File: src/rtl/smc777_pkg.sv
// Shared constants and state encoding for the SMC-777 VRAM arbiter.
package smc777_pkg;
  localparam int VRAM_ADDR_W = 14;
  localparam int VRAM_DATA_W = 8;
  localparam int STARVE_MAX  = 4;

  typedef enum logic [1:0] {IDLE, VID, CPU, CPU_ACK} arb_state_e;
endpackage

File: src/rtl/smc777_vram_arbiter.sv
// Single-port VRAM arbiter: video fetch has priority over Z80 access; wait_n stalls the CPU.
// Optional CPU starvation guard enabled by defining SMC777_VRAM_STARVE_GUARD_EN.
module smc777_vram_arbiter
  import smc777_pkg::*;
#(
  parameter int ADDR_W = VRAM_ADDR_W,
  parameter int DATA_W = VRAM_DATA_W
) (
  input  logic              clk,
  input  logic              reset,
  input  logic              vid_req,
  input  logic [ADDR_W-1:0] vid_addr,
  output logic [DATA_W-1:0] vid_data,
  output logic              vid_valid,
  input  logic              cpu_req,
  input  logic              cpu_we,
  input  logic [ADDR_W-1:0] cpu_addr,
  input  logic [DATA_W-1:0] cpu_wdata,
  output logic [DATA_W-1:0] cpu_rdata,
  output logic              cpu_wait_n,
  output logic [ADDR_W-1:0] ram_addr,
  output logic              ram_we,
  output logic [DATA_W-1:0] ram_wdata,
  input  logic [DATA_W-1:0] ram_rdata
);

  arb_state_e        state_q, state_d;
  logic              served_q, served_d;
  logic              cpu_rd_q, cpu_rd_d;
  logic              vid_valid_q, vid_valid_d;
  logic [DATA_W-1:0] vid_data_q, vid_data_d;
  logic [DATA_W-1:0] cpu_rdata_q, cpu_rdata_d;
  logic [ADDR_W-1:0] ram_addr_q, ram_addr_d;
  logic              ram_we_q, ram_we_d;
  logic [DATA_W-1:0] ram_wdata_q, ram_wdata_d;
  // Two-deep holding queue for video requests that arrive while the slot is taken.
  logic [ADDR_W-1:0] vq_q [2];
  logic [ADDR_W-1:0] vq_d [2];
  logic [1:0]        vcnt_q, vcnt_d;

  logic              cpu_pend, vid_want, can_grant, force_cpu;
  logic              grant_vid, grant_cpu;
  logic [ADDR_W-1:0] vid_head;

  assign cpu_pend  = cpu_req && !served_q;
  assign vid_want  = vid_req || (vcnt_q != 2'd0);
  assign vid_head  = (vcnt_q != 2'd0) ? vq_q[0] : vid_addr;
  assign can_grant = (state_q != CPU);
  assign grant_vid = can_grant && vid_want && !force_cpu;
  assign grant_cpu = can_grant && cpu_pend && (!vid_want || force_cpu);

`ifdef SMC777_VRAM_STARVE_GUARD_EN
  localparam logic [2:0] STARVE_LIM = 3'(STARVE_MAX);
  logic [2:0] starve_q, starve_d;

  assign force_cpu = cpu_pend && (starve_q == STARVE_LIM);

  always_comb begin
    starve_d = starve_q;
    if (grant_cpu)
      starve_d = 3'd0;
    else if (grant_vid && cpu_pend && starve_q != STARVE_LIM)
      starve_d = starve_q + 3'd1;
  end

  always_ff @(posedge clk or posedge reset) begin
    if (reset) starve_q <= 3'd0;
    else       starve_q <= starve_d;
  end
`else
  assign force_cpu = 1'b0;
`endif

  always_comb begin
    state_d     = state_q;
    served_d    = cpu_req && (served_q || grant_cpu);
    cpu_rd_d    = grant_cpu ? !cpu_we : cpu_rd_q;
    vid_valid_d = (state_q == VID);
    ram_addr_d  = ram_addr_q;
    ram_we_d    = grant_cpu && cpu_we;
    ram_wdata_d = ram_wdata_q;
    vq_d        = vq_q;
    vcnt_d      = vcnt_q;

    if (state_q == CPU)    state_d = CPU_ACK;
    else if (grant_vid)    state_d = VID;
    else if (grant_cpu)    state_d = CPU;
    else                   state_d = IDLE;

    if (grant_vid) ram_addr_d = vid_head;
    if (grant_cpu) begin
      ram_addr_d  = cpu_addr;
      ram_wdata_d = cpu_wdata;
    end

    // Serve the queue head first; a live request not served this cycle is queued.
    if (grant_vid && vcnt_q != 2'd0) begin
      vq_d[0] = vq_q[1];
      vcnt_d  = vcnt_q - 2'd1;
    end
    if (vid_req && !(grant_vid && vcnt_q == 2'd0) && vcnt_d != 2'd2) begin
      vq_d[vcnt_d[0]] = vid_addr;
      vcnt_d          = vcnt_d + 2'd1;
    end

    // RAM data is returned in the cycle after the access and then held.
    vid_data_d  = vid_valid_q ? ram_rdata : vid_data_q;
    cpu_rdata_d = (state_q == CPU_ACK && cpu_rd_q) ? ram_rdata : cpu_rdata_q;
  end

  always_ff @(posedge clk or posedge reset) begin
    if (reset) begin
      state_q     <= IDLE;
      served_q    <= 1'b0;
      cpu_rd_q    <= 1'b0;
      vid_valid_q <= 1'b0;
      vid_data_q  <= '0;
      cpu_rdata_q <= '0;
      ram_addr_q  <= '0;
      ram_we_q    <= 1'b0;
      ram_wdata_q <= '0;
      vq_q[0]     <= '0;
      vq_q[1]     <= '0;
      vcnt_q      <= 2'd0;
    end else begin
      state_q     <= state_d;
      served_q    <= served_d;
      cpu_rd_q    <= cpu_rd_d;
      vid_valid_q <= vid_valid_d;
      vid_data_q  <= vid_data_d;
      cpu_rdata_q <= cpu_rdata_d;
      ram_addr_q  <= ram_addr_d;
      ram_we_q    <= ram_we_d;
      ram_wdata_q <= ram_wdata_d;
      vq_q        <= vq_d;
      vcnt_q      <= vcnt_d;
    end
  end

  assign vid_valid  = vid_valid_q;
  assign vid_data   = vid_data_d;
  assign cpu_rdata  = cpu_rdata_d;
  assign cpu_wait_n = reset || !cpu_pend;
  assign ram_addr   = ram_addr_q;
  assign ram_we     = ram_we_q;
  assign ram_wdata  = ram_wdata_q;

endmodule

File: config.mk
export PLATFORM = sky130hd
export DESIGN_NAME = smc777_vram_arbiter
export DESIGN_NICKNAME = d
export VERILOG_FILES = /design/src/rtl/smc777_pkg.sv /design/src/rtl/smc777_vram_arbiter.sv
export SDC_FILE = /design/constraint.sdc
export NUM_CORES = 1
export LEC_CHECK = 0
export BUFFER_PORTS_ARGS = -buffer_cell sky130_fd_sc_hd__clkbuf_2
export CAP_MARGIN = 15
export CORE_MARGIN = 5
export CORE_UTILIZATION = 49
export DETAILED_ROUTE_END_ITERATION = 8
export PLACE_DENSITY = 0.75
export SYNTH_ARGS = -nofsm -noshare
export SYNTH_HDL_FRONTEND = slang
export SYNTH_SLANG_ARGS = --single-unit
export TNS_END_PERCENT = 1
File: constraint.sdc
create_clock -name clk -period 7.95 [get_ports clk]
set_input_delay 0.795 -clock clk [delete_from_list [all_inputs] [get_ports clk]]
set_output_delay 0.795 -clock clk [all_outputs]
set_load 0.05 [all_outputs]
# == Word level (Yosys, flattened, before mapping) ==
# Cells that the tools add are included.
# classes
magnitude_cmp,2
bitwise,1
mux,15
addsub,2
n_reduce_logical,23
n_eq_ne,5
# ops
cell,count
14-bit 2-to-1 mux,5
28-bit bitwise mux,1
28-bit 2-to-1 mux,1
8-bit 2-to-1 mux,2
14-bit demux with 1-bit select,1
1-bit logical AND,12
2-bit 2-to-1 mux,5
1-bit zero test,5
"2-bit == test, second input constant",2
"2-bit != test, second input constant",2
2-bit nonzero test,2
1-bit logical OR,3
"2-bit by 1-bit adder with 2-bit output, second input constant",1
"2-bit by 1-bit == test with 1-bit output, second input constant",1
"2-bit >= comparator, second input constant",1
2-bit zero test,1
"2-bit by 1-bit less-than comparator with 1-bit output, second input constant",1
1-bit NOT with 2-bit output,1
"2-bit by 1-bit subtractor with 2-bit output, second input constant",1
# totals
regBits,74
wordCells,60
inputBits,49
out_inout_bits,41

# == Depth between registers and ports, before layout ==
# Gate-level depths: netlist of the first run.
# logic_depth
ltp_word,12
depth_mapped,13
depth_no_buf,10

# == Worst setup path before layout of the first run ==
# Ideal clock, no wire load.
# synth_path
kind,input-to-output
start,input port reset
end,output port cpu_wait_n
slack_ps,3964
arrival_ps,3191
path_stages,2
required_time_ps,7155
n_path_buf,0
cell_sequence,inv_1 > nand2_1
# synth_via
elab_chain_len,1
# synth_lines
item,line,rtl
start: declaration,smc777_vram_arbiter.sv:10,"input logic reset,"
1-bit logical OR,smc777_vram_arbiter.sv:143,assign cpu_wait_n = reset || !cpu_pend;
end: declaration,smc777_vram_arbiter.sv:20,"output logic cpu_wait_n,"
# No other way between the ends.

==> run_summary.xml, run 1 <==
<?xml version="1.0" encoding="UTF-8"?>
<metrics>
  <group name="hold_path">
    <metric name="holdCritPathClass" unit="">reg2reg</metric>
  </group>
  <group name="placed_design">
    <metric name="place_inst" unit="">408</metric>
    <metric name="dpl_cell_area" unit="mm^2">0.00379</metric>
    <metric name="place_hpwl" unit="mm">4.69</metric>
    <metric name="globalplace.congestion" unit="">0.685</metric>
    <metric name="io_buffers" unit="">89</metric>
  </group>
  <group name="grt">
    <metric name="grt_max_degree" unit="">75</metric>
    <metric name="antenna_violations_before_repair" unit="">0</metric>
    <metric name="globalRouteOverflowTotal" unit="">0</metric>
    <metric name="vias_in_the_first_global_route" unit="">2335</metric>
    <metric name="grt_first_pass_wirelength" unit="mm">11.4</metric>
    <metric name="grt_util_all_layers" unit="">0.167</metric>
  </group>
  <group name="timing">
    <metric name="final.hold.worst_slack" unit="ns">0.487</metric>
    <metric name="totalNegativeSetupSlack" unit="ns">0</metric>
    <metric name="post-route-period-util" unit="">0.397</metric>
    <metric name="worst_slew_pin_slew" unit="ns">1.02</metric>
    <metric name="achievable-frequency" unit="GHz">0.317</metric>
    <metric name="grt_setup_unrepaired" unit="">no</metric>
    <metric name="max_slew_headroom" unit="">0.323</metric>
    <metric name="finalSetupViolCount" unit="">0</metric>
    <metric name="final_critical_delay_including_setup_and_external_delays" unit="ns">3.16</metric>
    <metric name="hold_violations" unit="">0</metric>
    <metric name="final-max-slew-violation-count" unit="">0</metric>
    <metric name="clock_skew" unit="ns">0.0119</metric>
  </group>
  <group name="synthesis">
    <metric name="post_synth_edffs" unit="">0</metric>
    <metric name="syn-instance-count" unit="">252</metric>
    <metric name="netlist_area" unit="mm^2">0.00331</metric>
    <metric name="seq_area_frac_synth" unit="">0.560</metric>
    <metric name="avgSynthCellArea" unit="um^2">13.1</metric>
    <metric name="warning_count_from_the_yosys_run" unit="">0</metric>
    <metric name="synth.ff_latch_count" unit="">74</metric>
    <metric name="synth_top_area_frac" unit="">0.560</metric>
    <metric name="synth_top_cells_by_count" unit="">dfrtp_1 (74), mux2_2 (53), nand2_1 (18)</metric>
    <metric name="synth_flop_cell" unit="">dfrtp_1</metric>
    <metric name="yosysUniqueCellTypes" unit="">29</metric>
    <metric name="post_synth_top_area_cell" unit="">dfrtp_1</metric>
    <metric name="postSynth.asyncResetShare" unit="">1.00</metric>
    <metric name="yosys.cell_count.top_type" unit="">dfrtp_1</metric>
    <metric name="post_synth_main_area_contributors" unit="">dfrtp_1 (56%), mux2_2 (18%), o221ai_1 (3.7%)</metric>
    <metric name="syn-num-nets" unit="">304</metric>
  </group>
  <group name="die">
    <metric name="start_util" unit="">0.495</metric>
    <metric name="pin_count" unit="">90</metric>
    <metric name="core" unit="mm^2">0.00668</metric>
    <metric name="site_rows" unit="">30</metric>
    <metric name="die_width" unit="um">92.2</metric>
    <metric name="fp.dieArea" unit="mm^2">0.00849</metric>
    <metric name="die_height" unit="um">92.2</metric>
  </group>
  <group name="setup_path">
    <metric name="critical_path.startpoint_type" unit="">flop</metric>
    <metric name="crit_fanout" unit="">17</metric>
    <metric name="worst-endpoint-required" unit="ns">8.18</metric>
    <metric name="cp-end-kind" unit="">flop</metric>
    <metric name="critPathArrivalTime" unit="ns">3.38</metric>
    <metric name="critPathKind" unit="">reg2reg</metric>
  </group>
  <group name="finish">
    <metric name="insertedDiodeCount" unit="">0</metric>
    <metric name="stdcell_area" unit="mm^2">0.00398</metric>
    <metric name="num-nets-final" unit="">391</metric>
    <metric name="final_cell_count_no_fill" unit="">424</metric>
    <metric name="syn2layout_area_growth" unit="%">20.4</metric>
    <metric name="drive_gt1_frac" unit="">0.506</metric>
  </group>
  <group name="clocking">
    <metric name="cts_resized" unit="">0</metric>
    <metric name="clkTransAtPathRegs" unit="ns">0.07</metric>
    <metric name="root_buffer" unit="">clkbuf_8</metric>
    <metric name="numCtsBuffers" unit="">9</metric>
    <metric name="max-clock-path-buffers" unit="">2</metric>
    <metric name="tritoncts" unit="">built</metric>
    <metric name="htreeDepth" unit="">3</metric>
    <metric name="clkLatencyLatePin" unit="ns">0.35</metric>
    <metric name="cts-hold-fix-buffers" unit="">0</metric>
    <metric name="postCtsSetupBuffers" unit="">0</metric>
    <metric name="sink_count" unit="">74</metric>
  </group>
  <group name="detailed_routing">
    <metric name="final_routed_wire_length_divided_by_cell_count" unit="um">15.9</metric>
    <metric name="avgViaCountPerCell" unit="">5.40</metric>
    <metric name="drtIter0Drc" unit="">103</metric>
    <metric name="num_vias" unit="">2289</metric>
    <metric name="routed_wirelength" unit="mm">6.74</metric>
    <metric name="drt_drc_violations_left" unit="">0</metric>
    <metric name="detail_route.first_pass.iterations" unit="">4</metric>
    <metric name="drt.antenna.violating_nets" unit="">0</metric>
  </group>
  <group name="pwr">
    <metric name="finalPower" unit="uW">1970</metric>
    <metric name="static-leakage-power" unit="uW">0.00186</metric>
    <metric name="powerDensity" unit="mW/mm^2">496</metric>
    <metric name="worst_ir_drop_vdd" unit="mV">0.239</metric>
  </group>
  <group name="flow_run">
    <metric name="drv_cap" unit="">0</metric>
  </group>
  <group name="outcome">
    <metric name="outcome" unit="">finished clean</metric>
  </group>
</metrics>
## logic make-up after synthesis
group,share of synthesized area
AOI/OAI and AO/OA,0.0749
xor gates and xnor gates,0.00265
muxes,0.233
DFF,0.560
and+or+nand+nor,0.0878
buffers and inverters,0.0306
adders and majority gates,0.0114
## final timing paths
path	startpoint	end	slack, ns	depth (start not counted)
worst max-delay path	vcnt_q[0]$_DFF_PP0_	flop	4.79	10
worst min-delay path	state_q[1]$_DFF_PP0_	vid_valid$_DFF_PP0_	0.49	1
worst max register to register	vcnt_q[0]$_DFF_PP0_	flop	4.79	10
worst min register to register	state_q[1]$_DFF_PP0_	vid_valid$_DFF_PP0_	0.49	1
max in group asynchronous	reset	ram_wdata[7]$_DFFE_PP0P_	6.62	3
min in group asynchronous	reset	ram_addr[0]$_DFFE_PP0P_	0.76	3
## worst max-delay path: stages (launching register included)
cell      delay, ns
dfrtp_1        0.35
inv_1          0.08
ha_1           0.25
nor2_4         0.51
xnor2_1        0.22
inv_1          0.07
ha_1           0.21
nand2b_1       0.18
a21oi_1        0.17
ha_1           0.59
mux2_2         0.41
## layer usage
layer / GRT usage / share of wire / vias up / wire (um)
li1: - / - / 1080 / -
met1: 0.238 / 0.48 / 1120 / 3250
met2: 0.253 / 0.45 / 80 / 3040
met3: 0.0361 / 0.060 / 9 / 402
met4: 0.0594 / 0.0061 / 0 / 41
met5: 0 / 0 / - / 0
## area by class of cell
cell class | instances | area (um^2)
fillers | 564 | 2700
well taps | 80 | 100
flip-flops and latches | 74 | 1850
repair buffers | 91 | 460
clock inverters | 7 | 70.1
clock buffers | 9 | 124
inverters | 6 | 22.5
multi-input cells | 157 | 1350
## stage by stage
step / util / worst slack (ns)
global route: 0.596 / 4.60
floorplan: - / 3.96
global placement: 0.567 / 4.96
CTS: 0.596 / 4.79
finish: 0.596 / 4.79
detailed placement: 0.567 / 4.82
## cell usage in the layout (no fill, tap or decap), types with 4 or more instances in the layout
| cell type | count |
|---|---|
| a21oi_1 | 4 |
| clkbuf_2 | 89 |
| clkbuf_8 | 9 |
| dfrtp_1 | 74 |
| inv_1 | 5 |
| mux2_1 | 6 |
| mux2_2 | 53 |
| mux2_4 | 7 |
| nand2_1 | 18 |
| nand3b_1 | 14 |
| nor2_1 | 4 |
| nor2b_1 | 4 |
| o21ai_0 | 15 |
| o221ai_1 | 14 |
## power by group
group,switching [uW],total (uW),internal [uW],leakage (uW)
Sequential,90.0,652,562,0.000871
Combinational,646,1040,391,0.000887
Clock,141,285,144,0.0000990
Total,877,1970,1100,0.00186
Note: power is estimated with default switching activity, not from simulation.
==> run 2, diff against run 1 <==
--- a/config.mk
+++ b/config.mk
@@ -8,9 +8,9 @@
 export BUFFER_PORTS_ARGS = -buffer_cell sky130_fd_sc_hd__clkbuf_2
 export CAP_MARGIN = 15
 export CORE_MARGIN = 5
-export CORE_UTILIZATION = 49
+export CORE_UTILIZATION = 47
 export DETAILED_ROUTE_END_ITERATION = 8
-export PLACE_DENSITY = 0.75
+export PLACE_DENSITY = 0.76
 export SYNTH_ARGS = -nofsm -noshare
 export SYNTH_HDL_FRONTEND = slang
 export SYNTH_SLANG_ARGS = --single-unit
==> constraint.sdc (replaced) <==
create_clock -name clk -period 2.9 [get_ports clk]
set_input_delay 0.29 -clock clk [delete_from_list [all_inputs] [get_ports clk]]
set_output_delay 0.29 -clock clk [all_outputs]
set_load 0.05 [all_outputs]
==> run 2 against run 1 <==
Effect of this change: routed wire length is 1.9% lower; via count is 0.92% lower; total power grew to 2.7 times the previous value; clock-buffer cell count is 3 higher; critical path depth is 2 higher; flip-flop and latch count stayed put; register-to-register slack worse by 4.4 ns; global-route usage is 0.21 points lower; final area is 1.3% higher; worst hold slack worse by 0.33 ns; sequential share of layout area is 0.61 points lower; largest cell class unchanged.
==> run_summary.xml, run 2 (same netlist as run 1, synthesis figures left out) <==
<?xml version="1.0" encoding="UTF-8"?>
<metrics>
  <group name="setup_path">
    <metric name="cp.buffers_inverters" unit="">3</metric>
    <metric name="worstPathCellList" unit="">inv_1 &gt; ha_1 &gt; nor2_4 &gt; buf_4 &gt; nor2_1 &gt; a21oi_1 &gt; ha_1 &gt; nand2b_1 &gt; a21oi_1 &gt; ha_1 &gt; buf_4 &gt; mux2_2</metric>
    <metric name="critical-path-top-delay-family" unit="">adder cells</metric>
    <metric name="worst-endpoint-required" unit="ns">3.12</metric>
    <metric name="critical_path.startpoint_type" unit="">flop</metric>
    <metric name="critPathArrivalTime" unit="ns">2.69</metric>
    <metric name="cp-end-kind" unit="">flop</metric>
    <metric name="crit_fanout" unit="">8</metric>
    <metric name="critPathKind" unit="">reg2reg</metric>
    <metric name="slowest_stage_delay_cp" unit="ns">0.38</metric>
    <metric name="crit_path_top_delay_cell" unit="">dfrtp_1</metric>
    <metric name="critical_path_most_common_cell" unit="">ha_1</metric>
  </group>
  <group name="die">
    <metric name="fp.dieArea" unit="mm^2">0.00881</metric>
    <metric name="site_rows" unit="">30</metric>
    <metric name="pin_count" unit="">90</metric>
    <metric name="die_height" unit="um">93.9</metric>
    <metric name="die_width" unit="um">93.9</metric>
    <metric name="core" unit="mm^2">0.00683</metric>
    <metric name="start_util" unit="">0.484</metric>
  </group>
  <group name="pwr">
    <metric name="powerDensity" unit="mW/mm^2">1340</metric>
    <metric name="worst_ir_drop_vdd" unit="mV">0.665</metric>
    <metric name="static-leakage-power" unit="uW">0.00188</metric>
  </group>
  <group name="timing">
    <metric name="hold_violations" unit="">0</metric>
    <metric name="worst_slew_pin_slew" unit="ns">0.909</metric>
    <metric name="finalSetupViolCount" unit="">0</metric>
    <metric name="final_critical_delay_including_setup_and_external_delays" unit="ns">2.48</metric>
    <metric name="post-route-period-util" unit="">0.854</metric>
    <metric name="totalNegativeSetupSlack" unit="ns">0</metric>
    <metric name="final-max-slew-violation-count" unit="">0</metric>
    <metric name="clock_skew" unit="ns">0.00592</metric>
    <metric name="achievable-frequency" unit="GHz">0.404</metric>
    <metric name="max_slew_headroom" unit="">0.394</metric>
    <metric name="grt_setup_unrepaired" unit="">no</metric>
  </group>
  <group name="clocking">
    <metric name="cts_resized" unit="">0</metric>
    <metric name="tritoncts" unit="">built</metric>
    <metric name="numCtsBuffers" unit="">9</metric>
    <metric name="sink_count" unit="">74</metric>
    <metric name="max-clock-path-buffers" unit="">2</metric>
    <metric name="postCtsSetupBuffers" unit="">0</metric>
    <metric name="clkTransAtPathRegs" unit="ns">0.07</metric>
    <metric name="clkLatencyLatePin" unit="ns">0.33</metric>
    <metric name="cts-hold-fix-buffers" unit="">0</metric>
    <metric name="root_buffer" unit="">clkbuf_8</metric>
    <metric name="htreeDepth" unit="">3</metric>
  </group>
  <group name="finish">
    <metric name="post-route-util" unit="">0.591</metric>
    <metric name="syn2layout_area_growth" unit="%">22.0</metric>
    <metric name="fill_cells" unit="">625</metric>
    <metric name="leading_cell_type_in_the_layout_fill_and_taps_excluded" unit="">clkbuf_2</metric>
    <metric name="num-nets-final" unit="">396</metric>
    <metric name="drive_gt1_frac" unit="">0.506</metric>
    <metric name="layout_common_cells" unit="">clkbuf_2 (89), dfrtp_1 (74), mux2_2 (53)</metric>
    <metric name="insertedDiodeCount" unit="">0</metric>
  </group>
  <group name="placed_design">
    <metric name="globalplace.congestion" unit="">0.754</metric>
    <metric name="place_hpwl" unit="mm">4.73</metric>
    <metric name="io_buffers" unit="">89</metric>
  </group>
  <group name="grt">
    <metric name="grt_max_degree" unit="">75</metric>
    <metric name="grt_first_pass_wirelength" unit="mm">11.6</metric>
    <metric name="grt_util_all_layers" unit="">0.165</metric>
    <metric name="globalRouteOverflowTotal" unit="">0</metric>
    <metric name="antenna_violations_before_repair" unit="">0</metric>
    <metric name="vias_in_the_first_global_route" unit="">2498</metric>
  </group>
  <group name="hold_path">
    <metric name="holdCritPathClass" unit="">in2reg</metric>
  </group>
  <group name="flow_run">
    <metric name="drv_cap" unit="">0</metric>
  </group>
  <group name="detailed_routing">
    <metric name="avgViaCountPerCell" unit="">5.11</metric>
    <metric name="drt.antenna.violating_nets" unit="">0</metric>
    <metric name="drtIter0Drc" unit="">81</metric>
    <metric name="final_routed_wire_length_divided_by_cell_count" unit="um">14.9</metric>
    <metric name="routed_wirelength" unit="mm">6.61</metric>
    <metric name="num_vias" unit="">2268</metric>
    <metric name="drt_drc_violations_left" unit="">0</metric>
    <metric name="detail_route.first_pass.iterations" unit="">4</metric>
  </group>
  <group name="outcome">
    <metric name="outcome" unit="">finished clean</metric>
  </group>
</metrics>
==> run 2: worst register-to-register path, delay by kind of cell, from the launching register on <==
family | cells | cell delay [ns]
fa+ha+maj | 3 | 0.61
buf+inv | 3 | 0.49
flops | 1 | 0.38
mux | 1 | 0.34
simple gates | 3 | 0.34
compound gates | 2 | 0.20
==> run 2: per-layer routing <==
metal | share of wire | wire length [um] | track usage | up-vias
li1 | - | - | - | 1089
met1 | 0.45 | 2990 | 0.210 | 1111
met2 | 0.49 | 3210 | 0.273 | 62
met3 | 0.053 | 350 | 0.0353 | 6
met4 | 0.0082 | 54 | 0.0698 | 0
met5 | 0 | 0 | 0 | -
==> run 2: report_power, final <==
group / leakage (uW) / total [uW] / switching, uW / internal, uW
Clock: 0.0000962 / 751 / 337 / 414
Combinational: 0.000908 / 2880 / 1770 / 1110
Sequential: 0.000871 / 1790 / 242 / 1540
==> run 2: path summary, 6_finish.rpt <==
kind / from / to / slack (ns) / depth (start not counted)
max in group asynchronous: reset / cpu_rdata_q[0]$_DFF_PP0_ / 2.06 / 3
min: cpu_we / ram_we$_DFF_PP0_ / 0.16 / 3
min reg2reg: ram_addr[6]$_DFFE_PP0P_ / ram_addr[6]$_DFFE_PP0P_ / 0.48 / 2
max reg2reg: vcnt_q[0]$_DFF_PP0_ / flop / 0.42 / 12
min in group asynchronous: reset / ram_wdata[6]$_DFFE_PP0P_ / 0.25 / 3
max: vcnt_q[0]$_DFF_PP0_ / flop / 0.42 / 12
==> run 2: final cells by class <==
class / count / area [um^2] / area share
clock buffers: 12 / 145 / 0.0360
clock inverters: 3 / 40.0 / 0.00992
inverters: 6 / 26.3 / 0.00651
multi-input cells: 157 / 1350 / 0.336
flip-flops and latches: 74 / 1850 / 0.459
well taps: 96 / 120 / 0.0298
repair buffers: 96 / 498 / 0.123
==> run 2: stage by stage <==
stage          total power, uW  std cells  worst slack [ns]  hold slack (ns)  area [um^2]
2_1_floorplan             4100        252            0.0203            0.407         3310
3_3_place_gp              4620        429             0.513            0.464         3850
3_5_place_dp              4720        429             0.429            0.469         3850
4_1_cts                   5490        444             0.413            0.138         4040
5_1_grt                   5780        444             0.249            0.158         4040
6_report                  5420        444             0.424            0.158         4040
